## config.mk

```make
export PLATFORM = sky130hd
export DESIGN_NAME = hack_fetch_ctrl
export DESIGN_NICKNAME = d
export VERILOG_FILES = /design/src/rtl/hack_fetch_ctrl.sv
export SDC_FILE = /design/constraint.sdc
export NUM_CORES = 1
export LEC_CHECK = 0
export BUFFER_PORTS_ARGS = -buffer_cell sky130_fd_sc_hd__buf_4
export CORE_MARGIN = 1.5
export CORE_UTILIZATION = 35
export CTS_BUF_LIST = sky130_fd_sc_hd__clkbuf_2 sky130_fd_sc_hd__clkbuf_4 sky130_fd_sc_hd__clkbuf_8
export DETAILED_ROUTE_END_ITERATION = 6
export GPL_TIMING_DRIVEN = 0
export PLACE_DENSITY_LB_ADDON = 0.1
export RECOVER_POWER = 100
export SYNTH_ARGS = -nofsm -noshare
export SYNTH_HDL_FRONTEND = slang
export SYNTH_SLANG_ARGS = --single-unit
```

## constraint.sdc

```tcl
create_clock -name clk -period 4.95 [get_ports clk]
set_input_delay 1.485 -clock clk [delete_from_list [all_inputs] [get_ports clk]]
set_output_delay 1.485 -clock clk [all_outputs]
set_load 0.02 [all_outputs]
```

## src/rtl/hack_fetch_ctrl.sv

```systemverilog
// rtl/hack_fetch_ctrl.sv - Hack CPU fetch/execute sequencer with halt/step, ROM timeout and retire counter
module hack_fetch_ctrl #(
   parameter int ROM_TIMEOUT = 15
) (
   input  logic        clk,
   input  logic        reset_n,
   input  logic        cpu_reset,
   input  logic [15:0] pc_out,
   output logic        pc_load,
   output logic        pc_inc,
   output logic        pc_reset,
   output logic        rom_req,
   output logic [15:0] rom_addr,
   input  logic        rom_ack,
   input  logic [15:0] rom_data,
   output logic [15:0] instr,
   output logic        instr_valid,
   input  logic        exec_done,
   input  logic        zr,
   input  logic        ng,
   input  logic        halt_req,
   input  logic        step,
   output logic        halted,
   output logic        fetch_err,
   output logic [15:0] instr_count
);

   localparam logic [2:0] S_BOOT   = 3'd0;
   localparam logic [2:0] S_FETCH  = 3'd1;
   localparam logic [2:0] S_EXEC   = 3'd2;
   localparam logic [2:0] S_UPDATE = 3'd3;
   localparam logic [2:0] S_HALT   = 3'd4;
   localparam logic [2:0] S_ERROR  = 3'd5;

   localparam logic [7:0] TO_LAST = 8'(ROM_TIMEOUT - 1);

   logic [2:0] state;
   logic [2:0] state_nx;
   logic       live;
   logic       jump;
   logic       jump_c;
   logic       step_run;
   logic [7:0] tcnt;

   // live keeps BOOT's pc_reset strobe quiet while reset_n is held low
   assign jump_c = instr[15] & ((instr[2] & ng) | (instr[1] & zr) | (instr[0] & ~ng & ~zr));

   always_comb begin
      state_nx = state;
      case (state)
         S_BOOT:   if (live) state_nx = S_FETCH;
         S_FETCH: begin
            if (rom_ack)
               state_nx = S_EXEC;
            else if (tcnt == TO_LAST)
               state_nx = S_ERROR;
         end
         S_EXEC:   if (exec_done) state_nx = S_UPDATE;
         S_UPDATE: state_nx = (halt_req || step_run) ? S_HALT : S_FETCH;
         S_HALT:   if (!halt_req || step) state_nx = S_FETCH;
         S_ERROR:  state_nx = S_ERROR;
         default:  state_nx = S_BOOT;
      endcase
      if (cpu_reset)
         state_nx = S_BOOT;
   end

   always_ff @(posedge clk or negedge reset_n) begin
      if (!reset_n) begin
         state       <= S_BOOT;
         live        <= 1'b0;
         tcnt        <= 8'd0;
         instr       <= 16'd0;
         instr_valid <= 1'b0;
         jump        <= 1'b0;
         step_run    <= 1'b0;
         fetch_err   <= 1'b0;
         instr_count <= 16'd0;
      end else begin
         state       <= state_nx;
         live        <= 1'b1;
         instr_valid <= 1'b0;
         tcnt        <= (state == S_FETCH) ? tcnt + 8'd1 : 8'd0;
         if (cpu_reset) begin
            instr       <= 16'd0;
            jump        <= 1'b0;
            step_run    <= 1'b0;
            fetch_err   <= 1'b0;
            instr_count <= 16'd0;
         end else begin
            case (state)
               S_FETCH: begin
                  if (rom_ack) begin
                     instr       <= rom_data;
                     instr_valid <= 1'b1;
                  end else if (tcnt == TO_LAST) begin
                     fetch_err <= 1'b1;
                  end
               end
               S_EXEC: if (exec_done) jump <= jump_c;
               S_UPDATE: begin
                  step_run <= 1'b0;
                  if (instr_count != 16'hFFFF)
                     instr_count <= instr_count + 16'd1;
               end
               S_HALT: if (halt_req && step) step_run <= 1'b1;
               default: ;
            endcase
         end
      end
   end

   // a cpu_reset landing on UPDATE suppresses the PC strobe of that cycle
   assign rom_req  = (state == S_FETCH);
   assign rom_addr = rom_req ? pc_out : 16'd0;
   assign pc_reset = (state == S_BOOT) & live;
   assign pc_load  = (state == S_UPDATE) & jump & ~cpu_reset;
   assign pc_inc   = (state == S_UPDATE) & ~jump & ~cpu_reset;
   assign halted   = (state == S_HALT);

endmodule

```

==> results by group, run 1 <==
Yosys
  • Post-Synth Simple-Gate Area: 28.9%
  • Synth Area in Compound Gates: 10.5%
  • Post-Synth Adder-Cell Area: 1.44%
  • Cells after synthesis: 272
  • Syn nets: 316
  • Synth warnings: 0
  • Main flop type after synthesis: dfrtp_1
  • Yosys reg bits: 48
  • Async set-reset flop share out of synthesis: 100%
  • Distinct cells, synth: 50
  • Post-synthesis mux area share: 6.05%
  • Largest family of logic cells by synthesized area: simple AND/OR/NAND/NOR gates
  • EDFF count, synth: 0
  • Syn_area_per_cell: 9.58 sq um
  • Post-Synthesis Cell Area: 2610 sq um
  • Post-Synth XOR/XNOR Area: 2.02%
  • Post-synthesis sequential area ratio: 46.1%

Placed design
  • GPL Wtd Cong: 0.869
  • IO Port Bufs: 95
  • Post-DP Area: 3440 sq um
  • Post-DP HPWL: 4820 um
  • Pre-CTS setup slack: 884 ps

Routing
  • DR iter-0 viols: 86
  • DRC violations left: 0
  • Post-route ant nets: 0
  • Drt wl/cell: 13.9 um
  • DR vias/cell: 4.81
  • Via count: 2280
  • Drt total wl: 6600 um
  • Drt pass-1 iters: 4

GRT
  • Vias in the first global route: 2158
  • Total GRT Usage: 17.2%
  • Initial antenna violation count: 0
  • Largest net degree at the start of global routing: 49
  • First-pass GRT wire length: 10700 um
  • Total grt overflow: 0

Timing
  • Endpoints failing setup: 0
  • Max transition margin: -73.8%
  • RSZ-0062 raised after global routing: false
  • Min Tclk post-route: 4390 ps
  • Maximum clock frequency: 0.228 GHz
  • Fin Setup TNS: 0 ps
  • Final slew viol count: 49
  • Fin. Hold Viols: 0
  • Period Utilization, post-route: 88.8%
  • Setup ws final: 555 ps
  • Worst Tran Pin Value: 2610 ps
  • Clock skew: 9.22 ps

Power
  • Peak supply drop: 0.103 mV
  • Final Power: 795 uW
  • Leak: 1.50 nW
  • Power per cell area: 237 nW/um^2

Setup path
  • R2r startpoint: state[1]
  • Crit Path Max Fanout: 10
  • Crit-path max cell delay: 450 ps
  • Critical Path RT: 3460 ps
  • Element type at the critical path start: input port
  • Slowest CP cell: clkbuf_1
  • WS Path Type: input port to primary output
  • Setup crit end kind: primary output
  • Crit-path most repeated cell: clkbuf_1
  • Crit path cell chain: clkbuf_1 -> clkbuf_1 -> clkbuf_1 -> nor3_1 -> clkbuf_1
  • Setup crit start: cpu_reset
  • Crit path DAT: 2910 ps

Clock network
  • Number of hold buffers added after cts: 0
  • Worst-Skew Late Latency: 300 ps
  • Maximum clock path buffer count: 2
  • Num CTS Buffers: 5
  • Root Buffer: clkbuf_8
  • CTS tree: done
  • Clock Sink Count: 48
  • Clock transition at path regs: 90 ps
  • Post-CTS sizing: 0
  • Post-CTS setup buffers: 0
  • H-tree Lvls: 2

Status
  • Status: finished, violations left
  • Failing checks: capacitance limit, slew limit

Floorplanning
  • Number of core rows: 31
  • Die Wd: 89.3 um
  • Boundary Pins: 96
  • Core region area: 7210 sq um
  • Effective utilization at floorplan: 36.1%
  • Die Ht: 89.3 um
  • Full die area: 7970 sq um

Finish
  • Post-route cell area: 3360 sq um
  • Filler cells: 786
  • Fraction of layout cells with a size suffix above 1: 22.7%
  • Number of nets in the layout: 418
  • Diodes inserted: 0
  • P&R area growth vs syn: 28.9%

Worst hold path
  • HP Start: fetch_err
  • Hold Crit Class: register to register

Run
  • Max Cap Viol: 1
==> layout make-up <==
class | instances | area [sq um] | area share, %
multi-input cells | 203 | 1260 | 37.5
flip-flops and latches | 48 | 1200 | 35.8
repair buffers | 95 | 556 | 16.5
well taps | 99 | 124 | 3.69
plain buffers | 17 | 105 | 3.13
clock buffers | 6 | 82.6 | 2.46
clock inverters | 2 | 15.0 | 0.447
inverters | 4 | 15.0 | 0.447
==> Yosys cell counts (2+ instances only) <==
| library cell | instances | share of area (%) |
|---|---|---|
| a21oi_1 | 21 | 4.0 |
| nand2b_1 | 2 | 0.48 |
| buf_4 | 3 | 0.86 |
| clkbuf_1 | 2 | 0.29 |
| buf_6 | 4 | 1.7 |
| mux2_1 | 3 | 1.3 |
| nand4_1 | 4 | 0.96 |
| nand3_1 | 6 | 1.2 |
| a311oi_1 | 4 | 1.3 |
| mux2i_1 | 3 | 1.2 |
| ha_1 | 3 | 1.4 |
| mux2_2 | 3 | 1.3 |
| inv_1 | 3 | 0.43 |
| a31oi_1 | 5 | 1.2 |
| a211oi_2 | 2 | 0.96 |
| nor3_1 | 6 | 1.2 |
| nand2_2 | 3 | 0.72 |
| xor2_1 | 5 | 1.7 |
| buf_1 | 2 | 0.29 |
| nor3b_1 | 2 | 0.58 |
| nor4b_1 | 2 | 0.67 |
| a21oi_2 | 2 | 0.67 |
| and3_1 | 5 | 1.2 |
| nand2_1 | 41 | 5.9 |
| nor2_1 | 26 | 3.7 |
| and4_1 | 2 | 0.67 |
| buf_2 | 6 | 1.2 |
| and2_1 | 20 | 4.8 |
| mux2_4 | 4 | 2.3 |
| dfrtp_1 | 48 | 46 |
| nor4_1 | 2 | 0.48 |
| nor2b_1 | 9 | 2.2 |
| and4_4 | 2 | 0.86 |
==> power by group <==
part,total [mW],switching [mW],internal (mW)
Combinational,0.135,0.0791,0.0558
Sequential,0.408,0.00657,0.402
Clock,0.252,0.139,0.113
Total,0.795,0.224,0.571
==> flip-flops by register name (all words and copies together) (netlist names) <==
signal       count
live             1
instr_valid      1
instr           16
instr_count     16
fetch_err        1
tcnt             8
jump             1
step_run         1
state            3
==> logic make-up after synthesis <==
logic type / count (synthesis)
flops: 48
xor+xnor: 6
simple gates: 139
buf+inv: 21
other cells: 1
compound gates: 41
fa+ha+maj: 3
mux: 13
==> layout by cell type (no fill, tap or decap), drive strengths merged, types with 6 or more instances in the layout <==
master and count:
nand3 7, nor3 6, nor2b 9, dfrtp 48
buf 62, a21oi 23, nor2 26, nand2 44
mux2 10, and2 20, clkbuf 56
==> worst max-delay path, delay by kind of cell <==
family	cells	cell delay, ps
buf+inv	4	1290
simple gates	1	130
==> per-stage QoR <==
stage | utilization (%) | hold WS (ps) | instances
finish | 46.5 | 499 | 474
global route | 46.5 | 525 | 474
global placement | 47.7 | 485 | 466
detailed placement | 47.7 | 487 | 466
floorplan | - | 468 | 272
CTS | 49.1 | 513 | 474
==> path summary, 6_finish.rpt <==
| path | end | slack (ps) | depth (start not counted) |
|---|---|---|---|
| max | pc_inc | 560 | 5 |
| min | fetch_err | 500 | 2 |
| max reg2reg | instr[15] | 2790 | 9 |
| min reg2reg | fetch_err | 500 | 2 |
| max in group asynchronous | instr[4] | 1490 | 1 |
| min in group asynchronous | tcnt[5] | 1990 | 1 |
==> metal layers <==
metal  vias to the layer above  part of all wire, %  global-route usage (%)
met2                        45                   46                    26.9
met4                         0                 0.64                    4.06
met5                         -                    0                       0
met3                         5                  5.0                    4.71
met1                      1092                   49                    23.9
li1                       1138                    -                       -
No activity file was read; power rests on OpenSTA's default activity.
==> inputs of run 2 (changes only) <==
- CORE_UTILIZATION: 35 -> 55
==> run 2 against run 1 <==
The run still ends with capacitance limit, slew limit left; final cell count fell by 9.9%; worst setup slack improved by 9.7 ps; combinational power barely moved; clock-buffer cell count fell by 1; worst hold slack improved by 8.6 ps; die area fell by 35%; sequential share of layout area rose by 0.43 points; largest cell class unchanged; largest power group unchanged; highest routed layer unchanged.
==> results by group, run 2 (synthesis results as in run 1) <==
GRT
  • Largest net degree at the start of global routing: 49 (unchanged)
  • Initial antenna violation count: 0 (unchanged)
  • Total GRT Usage: 25.5% (was 17.2%)
  • Vias in the first global route: 2291 (was 2158)
  • Total grt overflow: 0 (unchanged)
  • First-pass GRT wire length: 10400 um (was 10700 um)

Setup path
  • Crit path DAT: 2900 ps (was 2910 ps)
  • Crit Path Max Fanout: 10 (unchanged)
  • WS Path Type: input port to primary output (unchanged)
  • Crit-path most repeated cell: clkbuf_1 (unchanged)
  • Crit-path max cell delay: 450 ps (about the same)
  • Setup crit end kind: primary output (unchanged)
  • Delay-heaviest family, CP: buffers and inverters (unchanged)
  • CP Buf/Inv Count: 4 (unchanged)
  • Crit path cell chain: clkbuf_1 -> clkbuf_1 -> clkbuf_1 -> nor3_1 -> clkbuf_1 (unchanged)
  • Slowest CP cell: clkbuf_1 (unchanged)
  • Element type at the critical path start: input port (unchanged)
  • Critical Path RT: 3460 ps (about the same)

Timing
  • Period Utilization, post-route: 88.6% (was 88.8%)
  • Setup ws final: 565 ps (was 555 ps)
  • Endpoints failing setup: 0 (unchanged)
  • Fin Setup TNS: 0 ps (unchanged)
  • Worst hold slack: 507 ps (was 499 ps)
  • Max transition margin: -67.1% (was -73.8%)
  • Min Tclk post-route: 4390 ps (about the same)
  • Clock skew: 5.49 ps (was 9.22 ps)
  • RSZ-0062 raised after global routing: false (unchanged)
  • Worst Tran Pin Value: 2510 ps (was 2610 ps)
  • Fin. Hold Viols: 0 (unchanged)
  • Maximum clock frequency: 0.228 GHz (about the same)
  • Final slew viol count: 49 (unchanged)

Worst hold path
  • Hold Crit Class: register to register (unchanged)

Run
  • Max Cap Viol: 1 (unchanged)

Power
  • Comb pwr share: 16.3% (was 17.0%)
  • Sequential share of power: 48.8% (was 51.3%)
  • Internal Power: 610 uW (was 571 uW)
  • Power per cell area: 252 nW/um^2 (was 237 nW/um^2)
  • Sw frac: 27.0% (was 28.2%)
  • Leak: 1.52 nW (was 1.50 nW)
  • Final Power: 836 uW (was 795 uW)
  • Peak supply drop: 0.198 mV (was 0.103 mV)
  • Net Switching: 226 uW (was 224 uW)
  • Clk pwr share: 34.9% (was 31.7%)

Floorplanning
  • Die Ht: 71.8 um (was 89.3 um)
  • Die Wd: 71.8 um (was 89.3 um)
  • Boundary Pins: 96 (unchanged)
  • Core region area: 4440 sq um (was 7210 sq um)
  • Full die area: 5160 sq um (was 7970 sq um)
  • Effective utilization at floorplan: 58.6% (was 36.1%)
  • Number of core rows: 24 (was 31)

Clock network
  • Post-CTS sizing: 0 (unchanged)
  • Clock transition at path regs: 90 ps (about the same)
  • CTS tree: done (unchanged)
  • Worst-Skew Late Latency: 300 ps (about the same)
  • Num CTS Buffers: 5 (unchanged)
  • Root Buffer: clkbuf_8 (unchanged)
  • Clock Sink Count: 48 (unchanged)
  • Number of hold buffers added after cts: 0 (unchanged)
  • Post-CTS setup buffers: 0 (unchanged)
  • H-tree Lvls: 2 (unchanged)
  • Maximum clock path buffer count: 2 (unchanged)

Finish
  • Layout Utilization: 74.7% (was 46.5%)
  • Number of nets in the layout: 418 (unchanged)
  • Register Area: 1200 sq um (unchanged)
  • Post-route cell area: 3320 sq um (was 3360 sq um)
  • P&R area growth vs syn: 27.3% (was 28.9%)
  • Fraction of layout cells with a size suffix above 1: 22.7% (unchanged)
  • Largest regs: instr x16, instr_count x16, tcnt x8 (unchanged)
  • Diodes inserted: 0 (unchanged)
  • Commonest non-fill, non-tap cell in the layout: buf_4 (unchanged)
  • Area occupied by multi-input gates: 1260 sq um (unchanged)
  • Filler cells: 365 (was 786)
  • Most frequent cells in the layout: buf_4, clkbuf_1, dfrtp_1 (unchanged)
  • Finished Layout Cells: 427 (was 474)

Routing
  • DRC violations left: 0 (unchanged)
  • Drt wl/cell: 14.7 um (was 13.9 um)
  • DR vias/cell: 5.48 (was 4.81)
  • Via count: 2340 (was 2280)
  • Drt total wl: 6300 um (was 6600 um)
  • DR iter-0 viols: 202 (was 86)
  • Post-route ant nets: 0 (unchanged)
  • Drt pass-1 iters: 6 (was 4)

Placed design
  • Placed cell count: 419 (was 466)
  • IO Port Bufs: 95 (unchanged)
  • GPL Wtd Cong: 0.839 (was 0.869)
  • Pre-CTS setup slack: 907 ps (was 884 ps)
  • Post-DP HPWL: 4520 um (was 4820 um)
  • Post-DP Area: 3380 sq um (was 3440 sq um)

Status
  • Status: finished, violations left (unchanged)
  • Failing checks: capacitance limit, slew limit (unchanged)
==> run 2: worst paths after layout <==
path | startpoint | endpoint | slack, ps | cells past startpoint
setup / recovery | cpu_reset | pc_inc | 560 | 5
setup reg to reg | state[1] | instr[2] | 2720 | 9
max in group asynchronous | reset_n | tcnt[1] | 1580 | 1
hold reg to reg | fetch_err | fetch_err | 510 | 2
min in group asynchronous | reset_n | step_run | 1950 | 1
hold / removal | fetch_err | fetch_err | 510 | 2
==> run 2: power groups by stage <==
stage,combinational (mW),clock [mW],sequential (mW)
after global routing,0.150,0.306,0.409
after floorplan,0.0666,0,0.423
final,0.136,0.291,0.408
after detailed placement,0.147,0,0.416
after CTS,0.148,0.295,0.409
after global placement,0.144,0,0.416
==> run 2: final cells by class <==
class / count / share of cell area (%)
tap: 52 / 1.96
sequential: 48 / 36.2
timing repair buffer: 95 / 16.7
inverter: 4 / 0.452
clock inverter: 3 / 1.43
clock buffer: 5 / 2.07
multi-input combinational: 203 / 38.0
buffer: 17 / 3.17
==> run 2: worst reg2reg max path: stages, from the launching register on <==
cell and delay (ps):
dfrtp_1 330, clkbuf_1 390, nor2_1 120, nand2_1 280, clkinv_1 130, clkbuf_1 210
nand2_2 190, buf_2 240, nand2_1 90, a21oi_1 180
==> run 2: metal layers <==
layer,global-route usage [%],vias up,part of all wire (%)
li1,-,1143,-
met1,34.4,1121,44
met2,41.5,68,50
met3,5.20,8,4.9
met4,8.39,0,1.2
met5,0,-,0
==> inputs of run 3 (changes only) <==
- CORE_UTILIZATION: 55 -> 51
- clock period: 4.95 -> 4.45 ns (I/O delays scaled with it)
==> run 3 against run 2 <==
The run still ends with capacitance limit, slew limit left; critical endpoint unchanged; utilization decreased by 5.9 points; largest cell class unchanged; critical path type unchanged; sequential power is 11% higher; combinational power up 10%; highest routed layer unchanged.
==> results by group, run 3 (synthesis results as in run 1) <==
Routing
  • DR iter-0 viols: 147 (was 202)
  • Via count: 2344 (was 2340)
  • DR vias/cell: 5.30 (was 5.48)
  • DRC violations left: 0 (unchanged)
  • Drt pass-1 iters: 4 (was 6)
  • Drt total wl: 6400 um (was 6300 um)
  • Drt wl/cell: 14.5 um (was 14.7 um)
  • Post-route ant nets: 0 (unchanged)

Finish
  • Diodes inserted: 0 (unchanged)
  • Filler cells: 452 (was 365)
  • Most frequent cells in the layout: buf_4, clkbuf_1, dfrtp_1 (unchanged)
  • P&R area growth vs syn: 27.1% (was 27.3%)
  • Largest regs: instr x16, instr_count x16, tcnt x8 (unchanged)
  • Fraction of layout cells with a size suffix above 1: 22.7% (unchanged)
  • Commonest non-fill, non-tap cell in the layout: buf_4 (unchanged)
  • Number of nets in the layout: 418 (unchanged)

Setup path
  • Crit path DAT: 2630 ps (was 2900 ps)
  • Element type at the critical path start: input port (unchanged)
  • Crit Path Max Fanout: 10 (unchanged)
  • Critical Path RT: 3120 ps (was 3460 ps)
  • Setup crit end kind: primary output (unchanged)
  • WS Path Type: input port to primary output (unchanged)

Timing
  • Fin. Hold Viols: 0 (unchanged)
  • Final slew viol count: 49 (unchanged)
  • RSZ-0062 raised after global routing: false (unchanged)
  • Worst hold slack: 515 ps (was 507 ps)
  • Endpoints failing setup: 0 (unchanged)
  • Period Utilization, post-route: 89.1%
  • Max transition margin: -68.0% (was -67.1%)
  • Fin Setup TNS: 0 ps (unchanged)
  • Worst Tran Pin Value: 2520 ps (was 2510 ps)
  • Setup ws final: 484 ps (was 565 ps)
  • Clock skew: 8.87 ps (was 5.49 ps)
  • Min Tclk post-route: 3970 ps
  • Maximum clock frequency: 0.252 GHz

GRT
  • Total GRT Usage: 24.3% (was 25.5%)
  • First-pass GRT wire length: 10400 um (unchanged)
  • Largest net degree at the start of global routing: 49 (unchanged)
  • Initial antenna violation count: 0 (unchanged)
  • Vias in the first global route: 2194 (was 2291)
  • Total grt overflow: 0 (unchanged)

Status
  • Status: finished, violations left (unchanged)
  • Failing checks: capacitance limit, slew limit (unchanged)

Clock network
  • CTS tree: done (unchanged)
  • Num CTS Buffers: 5 (unchanged)
  • Post-CTS sizing: 0 (unchanged)
  • Clock Sink Count: 48 (unchanged)
  • Root Buffer: clkbuf_8 (unchanged)
  • Worst-Skew Late Latency: 300 ps (about the same)
  • H-tree Lvls: 2 (unchanged)
  • Clock transition at path regs: 80 ps (was 90 ps)
  • Post-CTS setup buffers: 0 (unchanged)
  • Maximum clock path buffer count: 2 (unchanged)
  • Number of hold buffers added after cts: 0 (unchanged)

Floorplanning
  • Die Wd: 74.5 um (was 71.8 um)
  • Effective utilization at floorplan: 54.1% (was 58.6%)
  • Boundary Pins: 96 (unchanged)
  • Die Ht: 74.5 um (was 71.8 um)
  • Number of core rows: 25 (was 24)
  • Core region area: 4820 sq um (was 4440 sq um)
  • Full die area: 5550 sq um (was 5160 sq um)

Placed design
  • Pre-CTS setup slack: 693 ps (was 907 ps)
  • Post-DP HPWL: 4810 um (was 4520 um)
  • IO Port Bufs: 95 (unchanged)
  • GPL Wtd Cong: 0.809 (was 0.839)

Power
  • Peak supply drop: 0.168 mV (was 0.198 mV)
  • Comb pwr share: 17.2% (was 16.3%)
  • Sequential share of power: 52.0% (was 48.8%)
  • Leak: 1.52 nW (about the same)
  • Net Switching: 240 uW (was 226 uW)
  • Internal Power: 633 uW (was 610 uW)
  • Sw frac: 27.5% (was 27.0%)
  • Power per cell area: 263 nW/um^2 (was 252 nW/um^2)
  • Clk pwr share: 30.8% (was 34.9%)
  • Final Power: 873 uW (was 836 uW)

Worst hold path
  • Hold Crit Class: register to register (unchanged)

Run
  • Max Cap Viol: 1 (unchanged)
==> run 3: worst paths after layout <==
| kind | start | to | slack (ps) | depth (start not counted) |
|---|---|---|---|---|
| setup / recovery | cpu_reset | pc_inc | 480 | 5 |
| hold / removal | tcnt[0] | tcnt[0] | 520 | 1 |
| setup reg to reg | state[1] | instr[0] | 2350 | 9 |
| hold reg to reg | tcnt[0] | tcnt[0] | 520 | 1 |
| max in group asynchronous | reset_n | instr[15] | 1210 | 1 |
| min in group asynchronous | reset_n | instr_count[0] | 1810 | 1 |
==> run 3: per-stage QoR <==
step                      instances  cell area, sq um  utilization (%)
after detailed placement        434              3400             70.6
after global routing            442              3310             68.8
final                           442              3310             68.8
after global placement          434              3400             70.6
after floorplan                 272              2610                -
after CTS                       442              3500             72.6
==> run 3: per-layer routing <==
layer,global-route usage [%],vias to the layer above,wire (um)
li1,-,1140,-
met1,31.5,1126,2790
met2,40.1,67,3150
met3,5.83,11,363
met4,7.88,0,93
met5,0,-,0
==> run 3: cell type report <==
cell class	instances	area (sq um)	share of cell area, %
Timing Repair Buffer	95	556	16.8
Clock buffer	6	82.6	2.49
Multi-Input combinational cell	203	1260	38.0
Inverter	4	15.0	0.453
Clock inverter	2	10.0	0.302
Sequential cell	48	1200	36.3
Buffer	17	105	3.17
Tap cell	67	83.8	2.53
==> run 3: critical path, cell delays in order <==
cell and delay [ps]:
buf_4 110, clkbuf_1 420, clkbuf_1 450, nor3_1 130, clkbuf_1 200
==> run 3: power groups by stage <==
stage               Combinational (mW)  Clock, mW  Sequential, mW
floorplan                       0.0741          0           0.471
global placement                 0.160          0           0.463
detailed placement               0.163          0           0.463
CTS                              0.164      0.272           0.455
global route                     0.166      0.288           0.456
finish                           0.150      0.269           0.454
